## src/rtl/load_store_unit.sv

```systemverilog
// Load/store unit: aligns store data and byte enables onto a DATA_WIDTH memory port,
// extracts and sign/zero-extends load data, and rejects misaligned accesses.
module load_store_unit #(
  parameter int DATA_WIDTH = 64,
  parameter int ADDR_WIDTH = DATA_WIDTH,
  parameter int DATA_BYTES = DATA_WIDTH / 8
) (
  input  logic                  clk,
  input  logic                  rst_n,
  input  logic                  req_valid,
  output logic                  req_ready,
  input  logic                  req_we,
  input  logic [1:0]            req_size,
  input  logic                  req_unsigned,
  input  logic [ADDR_WIDTH-1:0] req_addr,
  input  logic [DATA_WIDTH-1:0] req_wdata,
  output logic                  resp_valid,
  input  logic                  resp_ready,
  output logic [DATA_WIDTH-1:0] resp_rdata,
  output logic                  resp_misalign,
  output logic [ADDR_WIDTH-1:0] mem_addr,
  output logic [DATA_WIDTH-1:0] mem_wdata,
  output logic [DATA_BYTES-1:0] mem_wen,
  input  logic [DATA_WIDTH-1:0] mem_rdata
);

  typedef enum logic [1:0] {IDLE, ISSUE, WAIT, RESP} state_t;

  state_t                state;
  logic [2:0]            off;
  logic [1:0]            size_q;
  logic                  uns_q;
  logic                  we_q;

  logic                  accept;
  logic                  aligned;
  logic [DATA_WIDTH-1:0] wdata_rep;
  logic [DATA_BYTES-1:0] wen_mask;
  logic [DATA_WIDTH-1:0] shifted;
  logic [DATA_WIDTH-1:0] load_ext;

  always_comb begin
    accept    = req_valid & req_ready;
    aligned   = 1'b1;
    wdata_rep = '0;
    wen_mask  = '0;
    case (req_size)
      2'd0: begin
        aligned   = 1'b1;
        wdata_rep = {(DATA_WIDTH/8){req_wdata[7:0]}};
        wen_mask  = DATA_BYTES'(1) << req_addr[2:0];
      end
      2'd1: begin
        aligned   = (req_addr[0] == 1'b0);
        wdata_rep = {(DATA_WIDTH/16){req_wdata[15:0]}};
        wen_mask  = DATA_BYTES'(3) << req_addr[2:0];
      end
      2'd2: begin
        aligned   = (req_addr[1:0] == 2'b00);
        wdata_rep = {(DATA_WIDTH/32){req_wdata[31:0]}};
        wen_mask  = DATA_BYTES'(15) << req_addr[2:0];
      end
      2'd3: begin
        aligned   = (req_addr[2:0] == 3'b000);
        wdata_rep = req_wdata;
        wen_mask  = '1;
      end
    endcase
  end

  // Memory data arrives during WAIT; move the addressed lane down to bit 0.
  always_comb begin
    shifted  = mem_rdata >> {off, 3'b000};
    load_ext = '0;
    case (size_q)
      2'd0: load_ext = {{(DATA_WIDTH-8){~uns_q & shifted[7]}}, shifted[7:0]};
      2'd1: load_ext = {{(DATA_WIDTH-16){~uns_q & shifted[15]}}, shifted[15:0]};
      2'd2: load_ext = {{(DATA_WIDTH-32){~uns_q & shifted[31]}}, shifted[31:0]};
      2'd3: load_ext = shifted;
    endcase
  end

  always_ff @(posedge clk or negedge rst_n) begin
    if (!rst_n) begin
      state         <= IDLE;
      off           <= '0;
      size_q        <= '0;
      uns_q         <= 1'b0;
      we_q          <= 1'b0;
      req_ready     <= 1'b0;
      resp_valid    <= 1'b0;
      resp_rdata    <= '0;
      resp_misalign <= 1'b0;
      mem_addr      <= '0;
      mem_wdata     <= '0;
      mem_wen       <= '0;
    end else begin
      case (state)
        IDLE: begin
          req_ready <= 1'b1;
          if (accept) begin
            req_ready <= 1'b0;
            mem_addr  <= req_addr;
            off       <= req_addr[2:0];
            size_q    <= req_size;
            uns_q     <= req_unsigned;
            we_q      <= req_we;
            mem_wdata <= wdata_rep;
            if (aligned) begin
              state   <= ISSUE;
              mem_wen <= req_we ? wen_mask : '0;
            end else begin
              state         <= RESP;
              resp_valid    <= 1'b1;
              resp_misalign <= 1'b1;
              resp_rdata    <= '0;
            end
          end
        end
        ISSUE: begin
          mem_wen <= '0;
          if (we_q) begin
            state         <= RESP;
            resp_valid    <= 1'b1;
            resp_misalign <= 1'b0;
            resp_rdata    <= '0;
          end else begin
            state <= WAIT;
          end
        end
        WAIT: begin
          state         <= RESP;
          resp_valid    <= 1'b1;
          resp_misalign <= 1'b0;
          resp_rdata    <= load_ext;
        end
        RESP: begin
          if (resp_ready) begin
            state      <= IDLE;
            resp_valid <= 1'b0;
            req_ready  <= 1'b1;
          end
        end
      endcase
    end
  end

endmodule

```

## config.mk

```make
export PLATFORM = sky130hd
export DESIGN_NAME = load_store_unit
export DESIGN_NICKNAME = d
export VERILOG_FILES = /design/src/rtl/load_store_unit.sv
export SDC_FILE = /design/constraint.sdc
export NUM_CORES = 1
export LEC_CHECK = 0
export ABC_AREA = 1
export CELL_PAD_IN_SITES_DETAIL_PLACEMENT = 1
export CELL_PAD_IN_SITES_GLOBAL_PLACEMENT = 1
export CORE_MARGIN = 5
export CORE_UTILIZATION = 30
export DETAILED_ROUTE_END_ITERATION = 16
export HOLD_SLACK_MARGIN = 0.1
export PLACE_DENSITY_LB_ADDON = 0.15
export REMOVE_ABC_BUFFERS = 1
export SETUP_SLACK_MARGIN = 0.02
export SLEW_MARGIN = 20
export SYNTH_ARGS = -nofsm -noshare
export SYNTH_HDL_FRONTEND = slang
export SYNTH_SLANG_ARGS = --single-unit
export TNS_END_PERCENT = 10
```

## constraint.sdc

```tcl
create_clock -name clk -period 3.1 [get_ports clk]
set_input_delay 0.31 -clock clk [delete_from_list [all_inputs] [get_ports clk]]
set_output_delay 0.31 -clock clk [all_outputs]
set_load 0.05 [all_outputs]
```

=== After elaboration in Yosys (flattened, before gate mapping) ===
Cells that the tools add are included.

* Flip-flop bits (word level): 212
* Logic and storage cells: 77

* Multiplexer cells: 27
* Bitwise logic cells: 6
* Equality and inequality tests: 14
* Reductions and logical operators: 14
* Shift operators: 4

{| class="wikitable"
|+ Operators with widths
! operator !! number
|-
| case mux 64 bit (4 select lines) || 2
|-
| 2-to-1 mux 64 bit || 3
|-
| case mux 64 bit (3 select lines) || 1
|-
| right shift 64 x 6 -> 64 bit || 1
|-
| case mux 8 bit (4 select lines) || 1
|-
| 2-to-1 mux 8 bit || 3
|-
| case mux 8 bit (2 select lines) || 1
|-
| == test 2 bit, second input constant || 6
|-
| inequality test 2 bit, second input constant || 5
|-
| logical NOT 2 bit || 4
|-
| 2-to-1 mux 1 bit || 8
|-
| case mux 1 bit (4 select lines) || 2
|-
| case mux 2 bit (4 select lines) || 1
|-
| AND reduction 4 bit || 2
|-
| left shift 1 x 3 -> 8 bit, first input constant || 1
|-
| left shift 2 x 3 -> 8 bit, first input constant || 1
|-
| left shift 4 x 3 -> 8 bit, first input constant || 1
|-
| == test 2 x 1 -> 1 bit, second input constant || 3
|-
| 2-to-1 mux 2 bit || 3
|-
| AND reduction 2 bit || 3
|-
| bitwise AND 1 bit || 4
|-
| nonzero test 2 bit || 2
|-
| logical NOT 3 bit || 1
|-
| case mux 1 bit (3 select lines) || 1
|-
| other kinds (4) || 5
|}

=== Logic depth before layout (Yosys ltp) ===
Gate-level depths: netlist of run 1.

* Depth in word-level cells: 6
* Gate-level depth with buffers: 12
* Gate-level depth less buffers: 9

=== Worst setup path before layout of run 1 ===
OpenSTA, ideal clock, no wires.

* Kind: register to register
* Start: register mem_addr[0] (netlist name)
* End: register resp_rdata[34]
* Buffers on the path: 3
* Path slack: 1149 ps
* Library setup time: 118 ps
* Cell stages (with the launch flop): 11
* Data arrival time: 1834 ps
* Cell sequence: dfrtp_1 -> buf_2 -> buf_4 -> nand2_1 -> nand3_1 -> nand3_1 -> nand3_1 -> clkbuf_1 -> nand3b_1 -> nand3_1 -> nand2_1

{| class="wikitable"
|+ RTL lines
! what !! line !! source
|-
| end signal: assignment || 135 || <nowiki>resp_rdata <= load_ext;</nowiki>
|-
| end: declaration || 19 || <nowiki>output logic [DATA_WIDTH-1:0] resp_rdata,</nowiki>
|}

=== Worst setup path in the final report of run 1 ===
* Start: register mem_addr[0]
* End: output mem_addr[0]

{| class="wikitable"
|+ RTL lines
! what !! line !! source
|-
| start: declaration || 21 || <nowiki>output logic [ADDR_WIDTH-1:0] mem_addr,</nowiki>
|-
| start signal: assignment || 103 || <nowiki>mem_addr <= req_addr;</nowiki>
|}

No word-level cell between the ends.

==> results.tsv, run 1 <==
metric	value	unit
FP Rows	71	
Storage cell area	5230	um2
drt first pass iters	5	
total gr overflow	0	
routed wl met2	24100	um
Synth Warn #	0	
slowest CP cell	clkdlybuf4s50_1	
die extent in y	205	um
starting DRC count in detailed routing	688	
Slew headroom	36.4	%
Area after DPL	15800	um2
Fill cells	4590	
area share of the largest cell type after synthesis	46.1	%
final WL	49300	um
Layout Skew	0.00840	ns
root buf cell	clkbuf_16	
Die Wd	205	um
adder-cell share of the synthesized area	0.992	%
WP data required	2.79	ns
Setup crit start kind	flip-flop	
Initial Utilization	30.3	%
Wirelength per Cell	20.2	um
I/O Pins	403	
Clock Pin Slew Worst Setup and Hold Paths	0.06	ns
count leader, synth	nand2_1	
Cell Area, Synth	11400	um2
clock latency on the worst-skew pair	0.56	ns
RSZ-0062 raised after global routing	false	
post-layout min period	2.71	ns
PwrDens	1240	nW/um2
Die ar.	41800	um2
multi-input logic area	5390	um2
Met3 Wirelength	2670	um
maximum vdd drop	0.846	mV
Clock Path Buffers	3	
via total after detailed routing	12150	
mux contribution to synthesized area	0	%
postcts setup bufs	0	
Top Layer Used	met5	
fin. max-slew vios	0	
port bufs	402	
WL met1	21200	um
detailed placer's ending HPWL	34900	um
count of cell types in the netlist	27	
largest net degree at the start of global routing	138	
crit path capture type	primary output	
dpl ws	0.404	ns
Critical Path Max Stage Delay	0.84	ns
Tcrit/Tclk final	87.3	%
Seq/Total Area, Yosys	46.1	%
Async S/R FF share, synth	100	%
Nets	2114	
slew of the pin with the lowest slew margin	0.952	ns
compound-gate portion of the synthesized area	11.6	%
placed cells	2387	
Crit Path Class	flip-flop to primary output	
first-pass GRT wire length	75400	um
vias per cell	4.98	
Layout area overhead	47.0	%
synthesis-stage register bit count	209	
CP max FO	24	
Worst Path Arrival	2.40	ns
share of cells above drive strength 1	4.94	%
core footprint	37500	um2
Post-synth EDFFs	0	
Avg Inst Size Synth	7.33	um2
Max-cap violations	0	
main flop type after synthesis	dfrtp_1	
clock sink count	209	
Power, Total	0.0206	W
run status	finished, final reports clean	
Synth Area in XOR/XNOR	0	%
final count of hold timing violations	0	
fin cells	2441	
post-route cell area	16700	um2
Hold Path Class	input port to flip-flop	
largest family of logic cells by synthesized area	simple AND/OR/NAND/NOR gates	
simple-gate share of the synthesized area	34.7	%
drt drc	0	
initial antenna violation count	9	
synthesized instance count	1550	
gp weighted congestion	0.849	
final worst slack	0.392	ns
Final ANT Viol Nets	0	
vias in the first global route	12445	
final setup fails	0	
H-tree Lvls	1	
most frequent cells after synthesis	nand2_1 (642), nand3_1 (231), dfrtp_1 (209)	
CTS buffer count	26	
crit-path cells	buf_4 -> clkdlybuf4s50_1	
f_max	369	MHz
CTS tree	done	
top cells by area, synth	dfrtp_1 (46%), nand2_1 (21%), nand3_1 (10%), a2bb2oi_1 (3.9%), a21oi_1 (2.8%)	
Total Routing Usage GR	22.7	%
Leak Pwr	7.98	nW
area leader, netlist	dfrtp_1	
[registers in the layout, summed over array words and instances (netlist names)]
signal and count:
resp_rdata 64, resp_misalign 1, mem_wen 8, mem_addr 64, req_ready 1, size_q 2, state 2, resp_valid 1
mem_wdata 64, we_q 1, uns_q 1
[area by class of cell]
class | count | share of cell area [%]
multi-input cells | 1162 | 32.3
flip-flops and latches | 209 | 31.3
repair buffers | 436 | 26.0
clock buffers | 40 | 4.69
well taps | 511 | 3.83
inverters | 70 | 1.57
clock inverters | 5 | 0.217
diodes | 8 | 0.120
[what timing repair did]
action | in CTS | in global routing
hold buffers | 1 | 0
gates resized for setup | 0 | 0
hold endpoints to repair | 78 | 0
[placed cells by master (no fill, tap or decap), drive strengths merged]
cell type and instances:
dfrtp 209, o21ai 59, nand4 2, nor3 3
a21oi 69, o31ai 4, dlygate4sd3 1, a22o 1
clkinv 5, nand3 232, o211ai 15, ha 9
inv 70, nor2 48, clkdlybuf4s50 401, nand2 642
buf 34, clkbuf 40, a22oi 8, a2bb2oi 50
diode 8, or2 3, nand3b 16, o22ai 1
[critical path, delay by kind of cell, from the launching register on]
family                 cells  cell delay (ns)
flip-flops                 1             0.67
buffers and inverters      2             1.17
[path summary, 6_finish.rpt]
path | startpoint | to | slack, ns | cells after the start
max | mem_addr[0] | mem_addr[0] | 0.39 | 2
min | req_addr[34] | mem_addr[34] | 0.29 | 3
min reg2reg | mem_addr[61] | mem_addr[61] | 0.47 | 2
max in group asynchronous | rst_n | mem_wdata[11] | 1.83 | 3
min in group asynchronous | rst_n | resp_valid | 0.37 | 2
max reg2reg | mem_addr[0] | resp_rdata[22] | 0.63 | 10
[logic make-up (layout without fill, tap and decap cells)]
kind of cell / after synthesis / after routing
AO/OA/AOI/OAI: 207 / 207
adder cells (fa/ha/maj): 9 / 9
buffers and inverters: 179 / 551
flip-flops: 209 / 209
other: 0 / 8
AND/OR/NAND/NOR: 946 / 946
[power by group]
| group | total (W) | switching, W | internal (W) |
|---|---|---|---|
| Combinational | 0.0129 | 0.00880 | 0.00406 |
| Clock | 0.00298 | 0.00126 | 0.00172 |
| Sequential | 0.00479 | 0.000857 | 0.00394 |
[metrics by stage]
| step | TNS, ns | util [%] | hold WS [ns] |
|---|---|---|---|
| final | 0 | 44.5 | 0.294 |
| after global routing | 0 | 44.5 | 0.277 |
| after CTS | 0 | 44.5 | 0.262 |
| after detailed placement | 0 | 42.3 | 0.391 |
| after global placement | 0 | 42.3 | 0.391 |
| after floorplan | -815.44 | - | 0.0144 |
[routing by layer]
metal / global-route usage (%) / up-vias
li1: - / 5791
met1: 29.9 / 5961
met2: 38.0 / 332
met3: 4.04 / 62
met4: 7.54 / 4
met5: 0 / -
No activity file was read; power rests on OpenSTA's default activity.
==> run 2, diff against run 1 <==
--- a/config.mk
+++ b/config.mk
@@ -6,6 +6,7 @@
 export NUM_CORES = 1
 export LEC_CHECK = 0
 export ABC_AREA = 1
+export CAP_MARGIN = 20
 export CELL_PAD_IN_SITES_DETAIL_PLACEMENT = 1
 export CELL_PAD_IN_SITES_GLOBAL_PLACEMENT = 1
 export CORE_MARGIN = 5
==> results of run 2 <==
No change in the layout: final DEF, timing and power equal those of run 1.
==> run 3, diff against run 2 <==
--- a/config.mk
+++ b/config.mk
@@ -5,12 +5,12 @@
 export SDC_FILE = /design/constraint.sdc
 export NUM_CORES = 1
 export LEC_CHECK = 0
-export ABC_AREA = 1
 export CAP_MARGIN = 20
 export CELL_PAD_IN_SITES_DETAIL_PLACEMENT = 1
 export CELL_PAD_IN_SITES_GLOBAL_PLACEMENT = 1
 export CORE_MARGIN = 5
 export CORE_UTILIZATION = 30
+export CTS_BUF_LIST = sky130_fd_sc_hd__clkbuf_2 sky130_fd_sc_hd__clkbuf_4 sky130_fd_sc_hd__clkbuf_8
 export DETAILED_ROUTE_END_ITERATION = 16
 export HOLD_SLACK_MARGIN = 0.1
 export PLACE_DENSITY_LB_ADDON = 0.15
==> run 3 against run 2 <==
Effect of this change: combinational power is 11% lower; clock power hardly changed; die area is 6.7% lower; critical endpoint is now mem_addr[1]; largest cell class is now registers; total power is 7.4% lower; critical path type unchanged.
==> results.tsv, run 3 <==
metric	value	unit	change
H-tree Lvls	2		was 1
Clock Pin Slew Worst Setup and Hold Paths	0.06	ns	about the same
via total after detailed routing	10413		was 12150
mux contribution to synthesized area	9.34	%	was 0%
Layout area overhead	52.6	%	was 47.0%
synthesized instance count	1143		was 1550
final setup fails	0		unchanged
worst reg2reg path startpoint	state[0]		was mem_addr[0]
met3 GRT Util	5.15	%	was 4.04%
FP Rows	68		was 71
I/O Pins	403		unchanged
largest net degree at the start of global routing	105		was 138
commonest non-fill, non-tap cell in the layout	clkdlybuf4s50_1		was nand2_1
Tcrit/Tclk final	93.6	%	was 87.3%
Die ar.	39000	um2	was 41800 um2
post-route cell area	16100	um2	was 16700 um2
area leader, netlist	dfrtp_1		unchanged
Buf/Inv on CP	2		unchanged
Final Util	46.5	%	was 44.5%
core footprint	34600	um2	was 37500 um2
largest family of logic cells by synthesized area	compound AO/OA/AOI/OAI gates		was simple AND/OR/NAND/NOR gates
R2R Setup Slk	0.57	ns	was 0.63 ns
Crit Path Class	flip-flop to primary output		unchanged
GRT busiest layer	met2		unchanged
total gr overflow	0		unchanged
clock sink count	209		unchanged
main flop type after synthesis	dfrtp_1		unchanged
Post-synth EDFFs	0		unchanged
gp weighted congestion	0.817		was 0.849
hold-critical path depth	3		unchanged
Seq/Total Area, Yosys	49.5	%	was 46.1%
Top delay family on crit path	buffers and inverters		unchanged
starting DRC count in detailed routing	454		was 688
WP data required	2.79	ns	about the same
root buf cell	clkbuf_8		was clkbuf_16
post-CTS sizing	0		unchanged
slowest CP cell	clkdlybuf4s50_1		unchanged
fin. max-slew vios	0		unchanged
biggest regs	mem_addr x64, mem_wdata x64, resp_rdata x64		unchanged
first-pass GRT wire length	67300	um	was 75400 um
crit path capture type	primary output		unchanged
most frequent cells after synthesis	nand2_1 (350), dfrtp_1 (209), o21ai_0 (81)		was nand2_1 (642), nand3_1 (231), dfrtp_1 (209)
Final ANT Viol Nets	0		unchanged
Max-cap violations	0		unchanged
maximum vdd drop	0.645	mV	was 0.846 mV
vias per cell	5.12		was 4.98
die extent in y	198	um	was 205 um
CTS buffer count	42		was 26
worst r2r dst	resp_rdata[8]		was resp_rdata[22]
run status	finished, final reports clean		unchanged
Cell Area, Synth	10600	um2	was 11400 um2
postcts setup bufs	0		unchanged
area share of the largest cell type after synthesis	49.5	%	was 46.1%
Area after DPL	15200	um2	was 15800 um2
commonest non-fill, non-tap cells in the layout	clkdlybuf4s50_1 (401), nand2_1 (350), dfrtp_1 (207), o21ai_0 (81), clkbuf_8 (54)		was nand2_1 (640), clkdlybuf4s50_1 (401), nand3_1 (231), dfrtp_1 (207), inv_1 (66)
PwrDens	1190	nW/um2	was 1240 nW/um2
count leader, synth	nand2_1		unchanged
CTS tree	done		unchanged
CP max FO	27		was 24
Power, Total	0.0191	W	was 0.0206 W
worst hold path startpoint	req_addr[53]		was req_addr[34]
final count of hold timing violations	0		unchanged
Async S/R FF share, synth	100	%	unchanged
Nets	1749		was 2114
Leak Pwr	7.00	nW	was 7.98 nW
total negative slack	0	ns	unchanged
reg2reg path depth	8		was 10
crit-path cells	buf_4 -> clkdlybuf4s50_1		unchanged
drt first pass iters	5		unchanged
Setup crit start kind	flip-flop		unchanged
top cells by area, synth	dfrtp_1 (50%), nand2_1 (12%), a22o_1 (4.1%), o21ai_0 (3.8%), mux2i_1 (3.8%)		was dfrtp_1 (46%), nand2_1 (21%), nand3_1 (10%), a2bb2oi_1 (3.9%), a21oi_1 (2.8%)
count of cell types in the netlist	46		was 27
f_max	345	MHz	was 369 MHz
Wirelength per Cell	21.8	um	was 20.2 um
Critical Path Max Stage Delay	0.87	ns	was 0.84 ns
slew of the pin with the lowest slew margin	1.20	ns	was 0.952 ns
Clock Path Buffers	3		unchanged
Synth Warn #	0		unchanged
adder-cell share of the synthesized area	1.07	%	was 0.992%
simple-gate share of the synthesized area	17.5	%	was 34.7%
Synth Area in XOR/XNOR	0	%	unchanged
Initial Utilization	30.5	%	was 30.3%
grt met1 use	28.2	%	was 29.9%
CP Capture Point	mem_addr[1]		was mem_addr[0]
CP startpoint	mem_addr[1]		was mem_addr[0]
number of cells on the critical path	2		unchanged
share of cells above drive strength 1	10.6	%	was 4.94%
Layout Skew	0.0165	ns	was 0.00840 ns
met2 usage	36.6	%	was 38.0%
RSZ-0062 raised after global routing	false		unchanged
synthesis-stage register bit count	209		unchanged
Die Wd	198	um	was 205 um
Worst Path Arrival	2.59	ns	was 2.40 ns
Avg Inst Size Synth	9.24	um2	was 7.33 um2
post-layout min period	2.90	ns	was 2.71 ns
vias in the first global route	11118		was 12445
port bufs	402		unchanged
initial antenna violation count	5		was 9
final WL	44300	um	was 49300 um
detailed placer's ending HPWL	32800	um	was 34900 um
Slew headroom	19.2	%	was 36.4%
Hold Path Class	input port to flip-flop		unchanged
drt drc	0		unchanged
clock latency on the worst-skew pair	0.54	ns	was 0.56 ns
compound-gate portion of the synthesized area	18.3	%	was 11.6%
Total Routing Usage GR	21.8	%	was 22.7%
[run 3: power breakdown]
| group | switching, W | internal, W |
|---|---|---|
| sequential | 0.000725 | 0.00386 |
| clock | 0.00124 | 0.00177 |
| combinational | 0.00757 | 0.00395 |
| total | 0.00953 | 0.00958 |
[run 3: cells by family after synthesis]
group | Yosys count
buffers and inverters | 105
muxes | 76
AOI/OAI and AO/OA | 287
DFF | 209
adders and majority gates | 9
and+or+nand+nor | 457
[run 3: repair_timing]
item	CTS	global route
hold buffers	1	0
endpoints found under the hold margin	66	0
setup endpoints to repair	0	0
[run 3: metal layers]
metal / up-vias / part of all wire [%]
met5: - / 0.029
met4: 2 / 2.8
met1: 5197 / 42
met3: 67 / 6.7
met2: 321 / 48
li1: 4826 / -
[run 3: final cells by class]
cell class              instances  area [um2]
diodes                          4        10.0
clock buffers                  71         871
clock inverters                 6        38.8
fillers                      3966       18500
inverters                      14        52.6
multi-input cells             829        4920
flip-flops and latches        209        5230
well taps                     455         569
repair buffers                444        4420
[run 3: through the flow]
| stage | std cells | hold WS (ns) | setup slack, ns |
|---|---|---|---|
| 2_1_floorplan | 1052 | 0.0144 | -2.18 |
| 3_3_place_gp | 1950 | 0.321 | 0.342 |
| 3_5_place_dp | 1950 | 0.316 | 0.266 |
| 4_1_cts | 2028 | 0.250 | 0.182 |
| 5_1_grt | 2032 | 0.257 | 0.0944 |
| 6_report | 2032 | 0.299 | 0.198 |
[run 3: worst min path at each step]
stage | end | slack, ns
2_1_floorplan | mem_addr[0] | 0.01
3_3_place_gp | mem_wdata[46] | 0.32
3_5_place_dp | mem_wdata[46] | 0.32
4_1_cts | mem_addr[60] | 0.25
5_1_grt | mem_addr[53] | 0.26
6_report | mem_addr[53] | 0.30
[run 3: tightest hold or removal path, delay by kind of cell]
family        cells  cell delay [ns]
buf+inv           1             0.39
simple gates      2             0.09
